===== config.mk =====
export PLATFORM = sky130hd
export DESIGN_NAME = muldiv_unit
export DESIGN_NICKNAME = d
export VERILOG_FILES = /design/src/rtl/muldiv_pkg.sv /design/src/rtl/muldiv_div_core.sv /design/src/rtl/muldiv_unit.sv
export SDC_FILE = /design/constraint.sdc
export NUM_CORES = 1
export LEC_CHECK = 0
export CORE_MARGIN = 2
export CORE_UTILIZATION = 35
export DETAILED_ROUTE_END_ITERATION = 8
export GPL_TIMING_DRIVEN = 0
export HOLD_SLACK_MARGIN = 0.15
export PLACE_DENSITY = 0.55
export SKIP_LAST_GASP = 1
export SLEW_MARGIN = 20
export SYNTH_ARGS = -nofsm -noshare
export SYNTH_HDL_FRONTEND = slang
export SYNTH_SLANG_ARGS = --single-unit

===== constraint.sdc =====
create_clock -name clk -period 14.35 [get_ports clk]
set_clock_uncertainty 0.05 [all_clocks]
set_input_delay 2.87 -clock clk [delete_from_list [all_inputs] [get_ports clk]]
set_output_delay 2.87 -clock clk [all_outputs]
set_load 0.01 [all_outputs]

===== src/rtl/muldiv_pkg.sv =====
// Shared definitions for the multiply/divide unit: op codes, FSM states, HI/LO write enables.
package muldiv_pkg;

   // Operation encodings as presented on the op input.
   localparam logic [1:0] MD_MULT  = 2'b00;
   localparam logic [1:0] MD_MULTU = 2'b01;
   localparam logic [1:0] MD_DIV   = 2'b10;
   localparam logic [1:0] MD_DIVU  = 2'b11;

   // HI/LO write-enable patterns.
   localparam logic [1:0] WHILO_NONE = 2'b00;
   localparam logic [1:0] WHILO_BOTH = 2'b11;

   typedef enum logic [1:0] {
      S_IDLE = 2'd0,
      S_MUL  = 2'd1,
      S_DIV  = 2'd2,
      S_DONE = 2'd3
   } state_t;

   // Signed variants have op[0] clear.
   function automatic logic is_signed_op(input logic [1:0] op);
      return !op[0];
   endfunction

   // Divides have op[1] set.
   function automatic logic is_div_op(input logic [1:0] op);
      return op[1];
   endfunction

endpackage


===== src/rtl/muldiv_div_core.sv =====
// Radix-2 restoring divider datapath: unsigned magnitudes in, one quotient bit per step.
module muldiv_div_core #(
   parameter int unsigned WIDTH = 32
) (
   input  logic             clk,
   input  logic             reset,
   input  logic             load,
   input  logic             step,
   input  logic [WIDTH-1:0] dividend,
   input  logic [WIDTH-1:0] divisor,
   output logic [WIDTH-1:0] rem,
   output logic [WIDTH-1:0] quo
);

   logic [WIDTH-1:0] rem_q, quo_q, dvs_q;
   logic [WIDTH:0]   shifted;
   logic [WIDTH-1:0] sub;
   logic             fits;

   // Trial subtract of the divisor from the partial remainder with the next dividend bit shifted in.
   always_comb begin
      shifted = {rem_q, quo_q[WIDTH-1]};
      fits    = (shifted >= {1'b0, dvs_q});
      // When the divisor fits the true difference is below 2^WIDTH, so the low bits are exact.
      sub     = shifted[WIDTH-1:0] - dvs_q;
   end

   // Remainder/quotient shift registers; quotient reg doubles as the dividend shifter.
   always_ff @(posedge clk or posedge reset) begin
      if (reset) begin
         rem_q <= '0;
         quo_q <= '0;
         dvs_q <= '0;
      end else if (load) begin
         rem_q <= '0;
         quo_q <= dividend;
         dvs_q <= divisor;
      end else if (step) begin
         if (fits) begin
            rem_q <= sub;
            quo_q <= {quo_q[WIDTH-2:0], 1'b1};
         end else begin
            rem_q <= shifted[WIDTH-1:0];
            quo_q <= {quo_q[WIDTH-2:0], 1'b0};
         end
      end
   end

   assign rem = rem_q;
   assign quo = quo_q;

endmodule


===== src/rtl/muldiv_unit.sv =====
// Multi-cycle MULT/MULTU/DIV/DIVU unit producing HI/LO write data with a start/busy/done handshake.
// Build option MULDIV_FAST_MUL_EN: multiplies complete in one cycle through a combinational multiplier.
module muldiv_unit
   import muldiv_pkg::*;
#(
   parameter int unsigned WIDTH = 32
) (
   input  logic             clk,
   input  logic             reset,
   input  logic             start,
   input  logic [1:0]       op,
   input  logic [WIDTH-1:0] src_a,
   input  logic [WIDTH-1:0] src_b,
   input  logic             cancel,
   output logic             busy,
   output logic             done,
   output logic [WIDTH-1:0] whi,
   output logic [WIDTH-1:0] wlo,
   output logic [1:0]       whilo
);

   localparam int unsigned    CW   = $clog2(WIDTH);
   localparam logic [CW-1:0] LAST = CW'(WIDTH - 1);

   state_t               state_q, state_d;
   logic [1:0]           op_q;
   logic [WIDTH-1:0]     a_q, b_q;
   logic [2*WIDTH-1:0]   acc_q, acc_d;
   logic [CW-1:0]        cnt_q, cnt_d;
   logic                 accept, div_load, div_step;
   logic [WIDTH-1:0]     mag_src_a, mag_src_b, mag_a_q;
   logic [WIDTH:0]       mul_sum;
   logic [WIDTH-1:0]     div_rem, div_quo;
   logic                 res_neg, rem_neg;
   logic [2*WIDTH-1:0]   prod_fix;
   logic [WIDTH-1:0]     quo_fix, rem_fix;

   // Operand magnitudes: signed ops run on absolute values, sign restored in DONE.
   always_comb begin
      mag_src_a = (is_signed_op(op) && src_a[WIDTH-1]) ? -src_a : src_a;
      mag_src_b = (is_signed_op(op) && src_b[WIDTH-1]) ? -src_b : src_b;
      mag_a_q   = (is_signed_op(op_q) && a_q[WIDTH-1]) ? -a_q : a_q;
      // Shift-add: low half of acc holds the remaining multiplier bits.
      mul_sum   = {1'b0, acc_q[2*WIDTH-1:WIDTH]} + (acc_q[0] ? {1'b0, mag_a_q} : '0);
   end

   // Next-state, iteration counter and accumulator update.
   always_comb begin
      state_d  = state_q;
      cnt_d    = cnt_q;
      acc_d    = acc_q;
      accept   = 1'b0;
      div_load = 1'b0;
      div_step = 1'b0;
      unique case (state_q)
         S_IDLE: begin
            if (start && !cancel) begin
               accept   = 1'b1;
               div_load = 1'b1;
               cnt_d    = '0;
               if (is_div_op(op)) begin
                  state_d = S_DIV;
               end else begin
`ifdef MULDIV_FAST_MUL_EN
                  acc_d   = {{WIDTH{1'b0}}, mag_src_a} * {{WIDTH{1'b0}}, mag_src_b};
                  state_d = S_DONE;
`else
                  acc_d   = {{WIDTH{1'b0}}, mag_src_b};
                  state_d = S_MUL;
`endif
               end
            end
         end
         S_MUL: begin
            acc_d = {mul_sum, acc_q[WIDTH-1:1]};
            cnt_d = cnt_q + 1'b1;
            if (cnt_q == LAST) begin
               cnt_d   = '0;
               state_d = S_DONE;
            end
         end
         S_DIV: begin
            div_step = 1'b1;
            cnt_d    = cnt_q + 1'b1;
            if (cnt_q == LAST) begin
               cnt_d   = '0;
               state_d = S_DONE;
            end
         end
         S_DONE:  state_d = S_IDLE;
         default: state_d = S_IDLE;
      endcase
      // Flush overrides everything, including a same-cycle start.
      if (cancel) begin
         state_d = S_IDLE;
      end
   end

   // State, counter, accumulator and latched operands.
   always_ff @(posedge clk or posedge reset) begin
      if (reset) begin
         state_q <= S_IDLE;
         cnt_q   <= '0;
         acc_q   <= '0;
         op_q    <= MD_MULT;
         a_q     <= '0;
         b_q     <= '0;
      end else begin
         state_q <= state_d;
         cnt_q   <= cnt_d;
         acc_q   <= acc_d;
         if (accept) begin
            op_q <= op;
            a_q  <= src_a;
            b_q  <= src_b;
         end
      end
   end

   muldiv_div_core #(
      .WIDTH(WIDTH)
   ) u_div_core (
      .clk      (clk),
      .reset    (reset),
      .load     (div_load),
      .step     (div_step),
      .dividend (mag_src_a),
      .divisor  (mag_src_b),
      .rem      (div_rem),
      .quo      (div_quo)
   );

   // Sign fix-up and output muxing; outputs are zero outside DONE.
   always_comb begin
      res_neg  = is_signed_op(op_q) && (a_q[WIDTH-1] ^ b_q[WIDTH-1]);
      rem_neg  = is_signed_op(op_q) && a_q[WIDTH-1];
      prod_fix = res_neg ? -acc_q : acc_q;
      quo_fix  = res_neg ? -div_quo : div_quo;
      rem_fix  = rem_neg ? -div_rem : div_rem;
      busy     = (state_q != S_IDLE);
      done     = 1'b0;
      whilo    = WHILO_NONE;
      whi      = '0;
      wlo      = '0;
      if (state_q == S_DONE) begin
         done  = !cancel;
         whilo = cancel ? WHILO_NONE : WHILO_BOTH;
         if (is_div_op(op_q)) begin
            if (b_q == '0) begin
               // Divide by zero: no trap, dividend passes through to HI.
               whi = a_q;
               wlo = '1;
            end else begin
               whi = rem_fix;
               wlo = quo_fix;
            end
         end else begin
            whi = prod_fix[2*WIDTH-1:WIDTH];
            wlo = prod_fix[WIDTH-1:0];
         end
      end
   end

endmodule


# Yosys cells after proc, flatten, opt, wreduce, memory -nomap -nowiden

Index checks and enable logic that the tools add are counted.

Bits in registers: 233
Input port bits: 70
Output and inout port bits: 68
Word-level logic and storage cells: 82

Add/subtract/negate cells: 9
Magnitude comparators: 1
Equal/unequal tests: 8
Muxes and demuxes: 36
Bitwise gates (word level): 1
Reductions and logical operators: 18

Operator list:

| kind                | count |
|---|---|
| $mux 32             | 17 |
| $mux 64             | 3 |
| $neg 32->32         | 5 |
| $pmux 64 s2         | 1 |
| $neg 64->64         | 1 |
| $add 32x32->33      | 1 |
| $ge 33x32->1        | 1 |
| $logic_not 32->1    | 1 |
| $sub 32x32->32      | 1 |
| $mux 2              | 6 |
| $mux 5              | 2 |
| $pmux 5 s2          | 1 |
| $reduce_bool 2->1   | 4 |
| $pmux 2 s3          | 1 |
| $add 5x1->5 const B | 1 |
| $eq 5x5->1 const B  | 1 |
| $logic_and 1x1->1   | 5 |
| $mux 1              | 5 |
| $eq 2x2->1 const B  | 2 |
| $ne 2x2->1 const B  | 2 |
| $reduce_and 2->1    | 2 |
| $logic_not 1->1     | 3 |
| $ne 3x1->1 const B  | 1 |
| $ne 3x3->1 const B  | 1 |
| 5 further kinds     | 5 |

# Logic depth before layout (Yosys ltp)

Gate-level depths: netlist of the first run.

Word-level depth: 6
Gate-level depth with buffers: 18
Depth with buffers taken out: 18

# Modules after synthesis

From an unflattened synthesis of the first run, not the netlist that was laid out.

Cells, all modules: 2,416
Area, all modules: 19,053.3 sq um

Modules (own cells, without submodules):

| module          | instances | cells each | area each (sq um) | seq. area each (sq um) |
|---|---|---|---|---|
| muldiv_unit     | 1         | 1,740      | 12,918.6          | 3,428.3 |
| muldiv_div_core | 1         | 676        | 6,134.6           | 2,402.3 |

# Worst setup path after synthesis of the first run

No wires, ideal clock.

Path kind: input to output
From: in cancel
To: out whilo[0]
Data arrival time: 3,283 ps
Data required time: 11,430 ps
Slack: 8,147 ps
Stages: 2
Path buffers: 1
Cell sequence: nor2_1 > buf_4

Longest elaborated chain between the ends: 2

RTL lines:

| element            | line               | text |
|---|---|---|
| start: declaration | muldiv_unit.sv:14  | `input logic cancel,` |
| $mux 2             | muldiv_unit.sv:147 | `whilo = cancel ? WHILO_NONE : WHILO_BOTH;` |
| $mux 2             | muldiv_unit.sv:145 | `if (state_q == S_DONE) begin` |
| end: declaration   | muldiv_unit.sv:19  | `output logic [1:0] whilo` |

No other way between the ends.

# Final worst setup path of the first run

From: reg acc_q[0]
To: out whi[20]

Longest elaborated chain between the ends: 4

RTL lines:

| element                  | line               | text |
|---|---|---|
| start: declaration       | muldiv_unit.sv:28  | `logic [2*WIDTH-1:0] acc_q, acc_d;` |
| start signal: assignment | muldiv_unit.sv:104 | `acc_q <= '0;` |
| start signal: assignment | muldiv_unit.sv:111 | `acc_q <= acc_d;` |
| $neg 64->64              | muldiv_unit.sv:137 | `prod_fix = res_neg ? -acc_q : acc_q;` |
| $mux 64                  | muldiv_unit.sv:137 |  |
| $mux 32                  | muldiv_unit.sv:148 | `if (is_div_op(op_q)) begin` |
| $mux 32                  | muldiv_unit.sv:145 |  |
| end: declaration         | muldiv_unit.sv:17  | `output logic [WIDTH-1:0] whi,` |

No other way between the ends.

==> results of run 1 <==
[sequential cells by signal, indices dropped and copies added (netlist names)]
| name | cells |
|---|---|
| b_q | 32 |
| cnt_q | 5 |
| state_q | 2 |
| u_div_core.rem | 32 |
| a_q | 32 |
| op_q | 2 |
| u_div_core.quo | 32 |
| acc_q | 64 |
| u_div_core.dvs_q | 31 |
[through the flow]
step,utilization,power (uW)
finish,0.418,6070
CTS,0.418,6010
floorplan,-,4030
global placement,0.397,5130
detailed placement,0.399,5180
global route,0.418,6510
[metal layers]
metal  up-vias  wire, um
met1      9314     33300
li1       8912         -
met2       729     33800
met4         0      2820
met3       127      4590
met5         -         0
[critical path, stage by stage (launching register included)]
cell	delay (ps)
dfrtp_1	540
inv_1	230
clkbuf_1	530
ha_1	310
nand2_1	190
nor4_2	770
nand2_2	250
or2_4	360
o41ai_4	220
xnor2_1	170
nor2_1	90
a211oi_1	410
clkdlybuf4s50_1	620
[layout make-up]
cell class              instances  area [um^2]
clock inverters                14          189
plain buffers                 138          534
repair buffers                139         1430
inverters                      87          334
multi-input cells            1973        12000
flip-flops and latches        232         5810
clock buffers                  41          862
well taps                     688          861
fillers                      5371        30600
[logic make-up after synthesis]
family	after synthesis
simple gates	866
compound gates	707
buf+inv	225
xor+xnor	260
mux	62
fa+ha+maj	78
flops	232
[worst max path at each step]
stage	end	from	slack, ps
after global placement	acc_q[54]$_DFFE_PP0P_	reset	1520
after detailed placement	whi[20]	acc_q[0]$_DFFE_PP0P_	6830
after floorplan	a_q[0]$_DFFE_PP0P_	reset	5070
after CTS	whi[20]	acc_q[0]$_DFFE_PP0P_	6170
final	whi[20]	acc_q[0]$_DFFE_PP0P_	6130
after global routing	whi[20]	acc_q[0]$_DFFE_PP0P_	5950
[layout by cell type (no fill, tap or decap), drive strengths merged, types with 6 or more instances in the layout]
master,synthesis,layout
a31oi,32,32
o21bai,12,12
o21ai,233,233
nor2,230,230
nand2b,15,15
o21a,6,6
or4,16,16
nand3,37,37
clkbuf,120,161
clkdlybuf4s50,0,137
mux2i,61,61
xnor2,147,147
a21o,25,25
o31ai,48,48
or3,19,19
xor2,113,113
nand2,400,400
o41ai,12,12
a21oi,190,190
nor2b,17,17
buf,18,20
ha,76,76
o22ai,56,56
clkinvlp,0,6
nor4,43,43
nor3,49,49
inv,87,87
o211a,6,6
dfrtp,232,232
o211ai,7,7
a211oi,39,39
nand4,12,12
[power by group]
part / internal [uW] / switching (uW)
sequential: 961 / 490
clock: 475 / 330
combinational: 1470 / 2340
==> results.sh, run 1 <==
export IMPL_synth_top_area_frac=0.311
export IMPL_cts_num_sinks=232
export IMPL_cap_viol_max_count=0
export IMPL_r2r_slack_ps=8540
export IMPL_r2r_cells=17
export IMPL_yosys_area_share_simple=0.207
export IMPL_io_pins=138
export IMPL_syn_instance_count=2430
export IMPL_final_antenna_net_count=0
export IMPL_whs_ps=430
export IMPL_grt_pass1_wl_um=112000
export IMPL_die_w_um=235
export IMPL_post_cts_resize_count=0
export IMPL_synthAdderAreaFrac=0.0530
export IMPL_clock_latency_ps=620
export IMPL_hold_start="b_q[13]$_DFFE_PP0P_"
export IMPL_fin_area_um2=22000
export IMPL_synth_ff_type="dfrtp_1"
export IMPL_worst_pin_slew_ps=1160
export IMPL_powerDensity_nw_per_um2=276
export IMPL_synth_compound_area_share=0.228
export IMPL_clk_path_buf_depth=3
export IMPL_start_kind="flop"
export IMPL_drc_errors=0
export IMPL_hold_buffers=0
export IMPL_n_antenna_cell=0
export IMPL_area_growth_pct=17.9
export IMPL_setup_viol=0
export IMPL_htree_levels=1
export IMPL_synth_top_family_by_area="compound AO/OA/AOI/OAI gates"
export IMPL_finalWeightedCongestion=0.941
export IMPL_wl_per_cell_um=22.5
export IMPL_maxSlewHeadroom=0.227
export IMPL_min_period_over_period=0.573
export IMPL_hold_path_class="reg -> reg"
export IMPL_async_flop_share=1.00
export IMPL_status="finished clean"
export IMPL_min_path_cells=2
export IMPL_first_iter_violations=1599
export IMPL_worst_hold_path_endpoint="b_q[13]$_DFFE_PP0P_"
export IMPL_rows=84
export IMPL_fmax_ghz=0.122
export IMPL_maxSlewViolCount=0
export IMPL_worst_setup_path_type="reg -> out"
export IMPL_nets=2749
export IMPL_grt_use_total=0.260
export IMPL_cp_end_kind="primary output"
export IMPL_grt_use_met3=0.0325
export IMPL_pre_cts_ws_ps=6830
export IMPL_yosysUniqueCellTypes=79
export IMPL_synth_seq_cells=232
export IMPL_post_route_min_period_ps=8220
export IMPL_cp_data_required_time_ps=11430
export IMPL_synth_area_um2=18700
export IMPL_start_util=0.355
export IMPL_cts_tree="done"
export IMPL_met1_usage=0.357
export IMPL_hold_violations=0
export IMPL_synthTopCellsByArea="dfrtp_1 31%, nand2_1 8.0%, xnor2_1 6.9%"
export IMPL_grt_max_degree=89
export IMPL_grt_pass1_vias=18300
export IMPL_synth_seq_area_share=0.311
export IMPL_num_vias=19100
export IMPL_ys_warnings_count=0
export IMPL_vias_per_cell=5.76
export IMPL_root_buffer="clkbuf_16"
export IMPL_top_usage_layer="met2"
export IMPL_setup_tns_final_ps=0
export IMPL_cts_setup_buffers=0
export IMPL_peakVddDrop_mv=0.102
export IMPL_power_leakage_uw=0.00932
export IMPL_yosysMostFrequentCell="nand2_1"
export IMPL_clk_transition_reported_paths_ps=60
export IMPL_synthXorXnorAreaFrac=0.122
export IMPL_yosys_area_top_type="dfrtp_1"
export IMPL_r2r_start="a_q[31]$_DFFE_PP0P_"
export IMPL_postPlaceCellArea_um2=21000
export IMPL_ys_top_cells_by_count="399 x nand2_1, 232 x dfrtp_1, 232 x o21ai_0"
export IMPL_wl_um=74500
export IMPL_dp_cells=3257
export IMPL_final_cells=3312
export IMPL_rsz0062_at_grt="no"
export IMPL_r2r_end="acc_q[62]$_DFFE_PP0P_"
export IMPL_worst_slack_ps=6130
export IMPL_grtUsageMet2=0.419
export IMPL_antenna_found_initial=0
export IMPL_hpwl_um=58600
export IMPL_grt_overflow_total=0
export IMPL_synthMuxAreaShare=0.0333
export IMPL_die_h_um=235
export IMPL_synth_edf_count=0
export IMPL_die_area_um2=55300
export IMPL_syn_num_nets=2578
export IMPL_numPortBuffers=137
export IMPL_syn_avg_cell_area_um2=7.69
export IMPL_firstDrtPassIters=5
export IMPL_arrival_ps=5300
export IMPL_cts_buffers_inserted=30
export IMPL_cp_max_fo=10
export IMPL_drive_gt1_frac=0.0366
export IMPL_core_um2=52700
Power figures use the tool's default switching activity.
==> run 2, diff against run 1 <==
Clock period 14.35 ns to 8.1 ns, I/O delays scaled along.
==> results of run 2 <==
Same layout as run 1 (identical final DEF). Status: finished clean.
Among the figures that moved: setup slack after placement 6830 ps -> 1830 ps; setup slack after layout 6130 ps -> 1130 ps; register-to-register setup slack 8540 ps -> 2290 ps; total power 6070 uW -> 10800 uW; worst IR drop on VDD 0.102 mV -> 0.180 mV
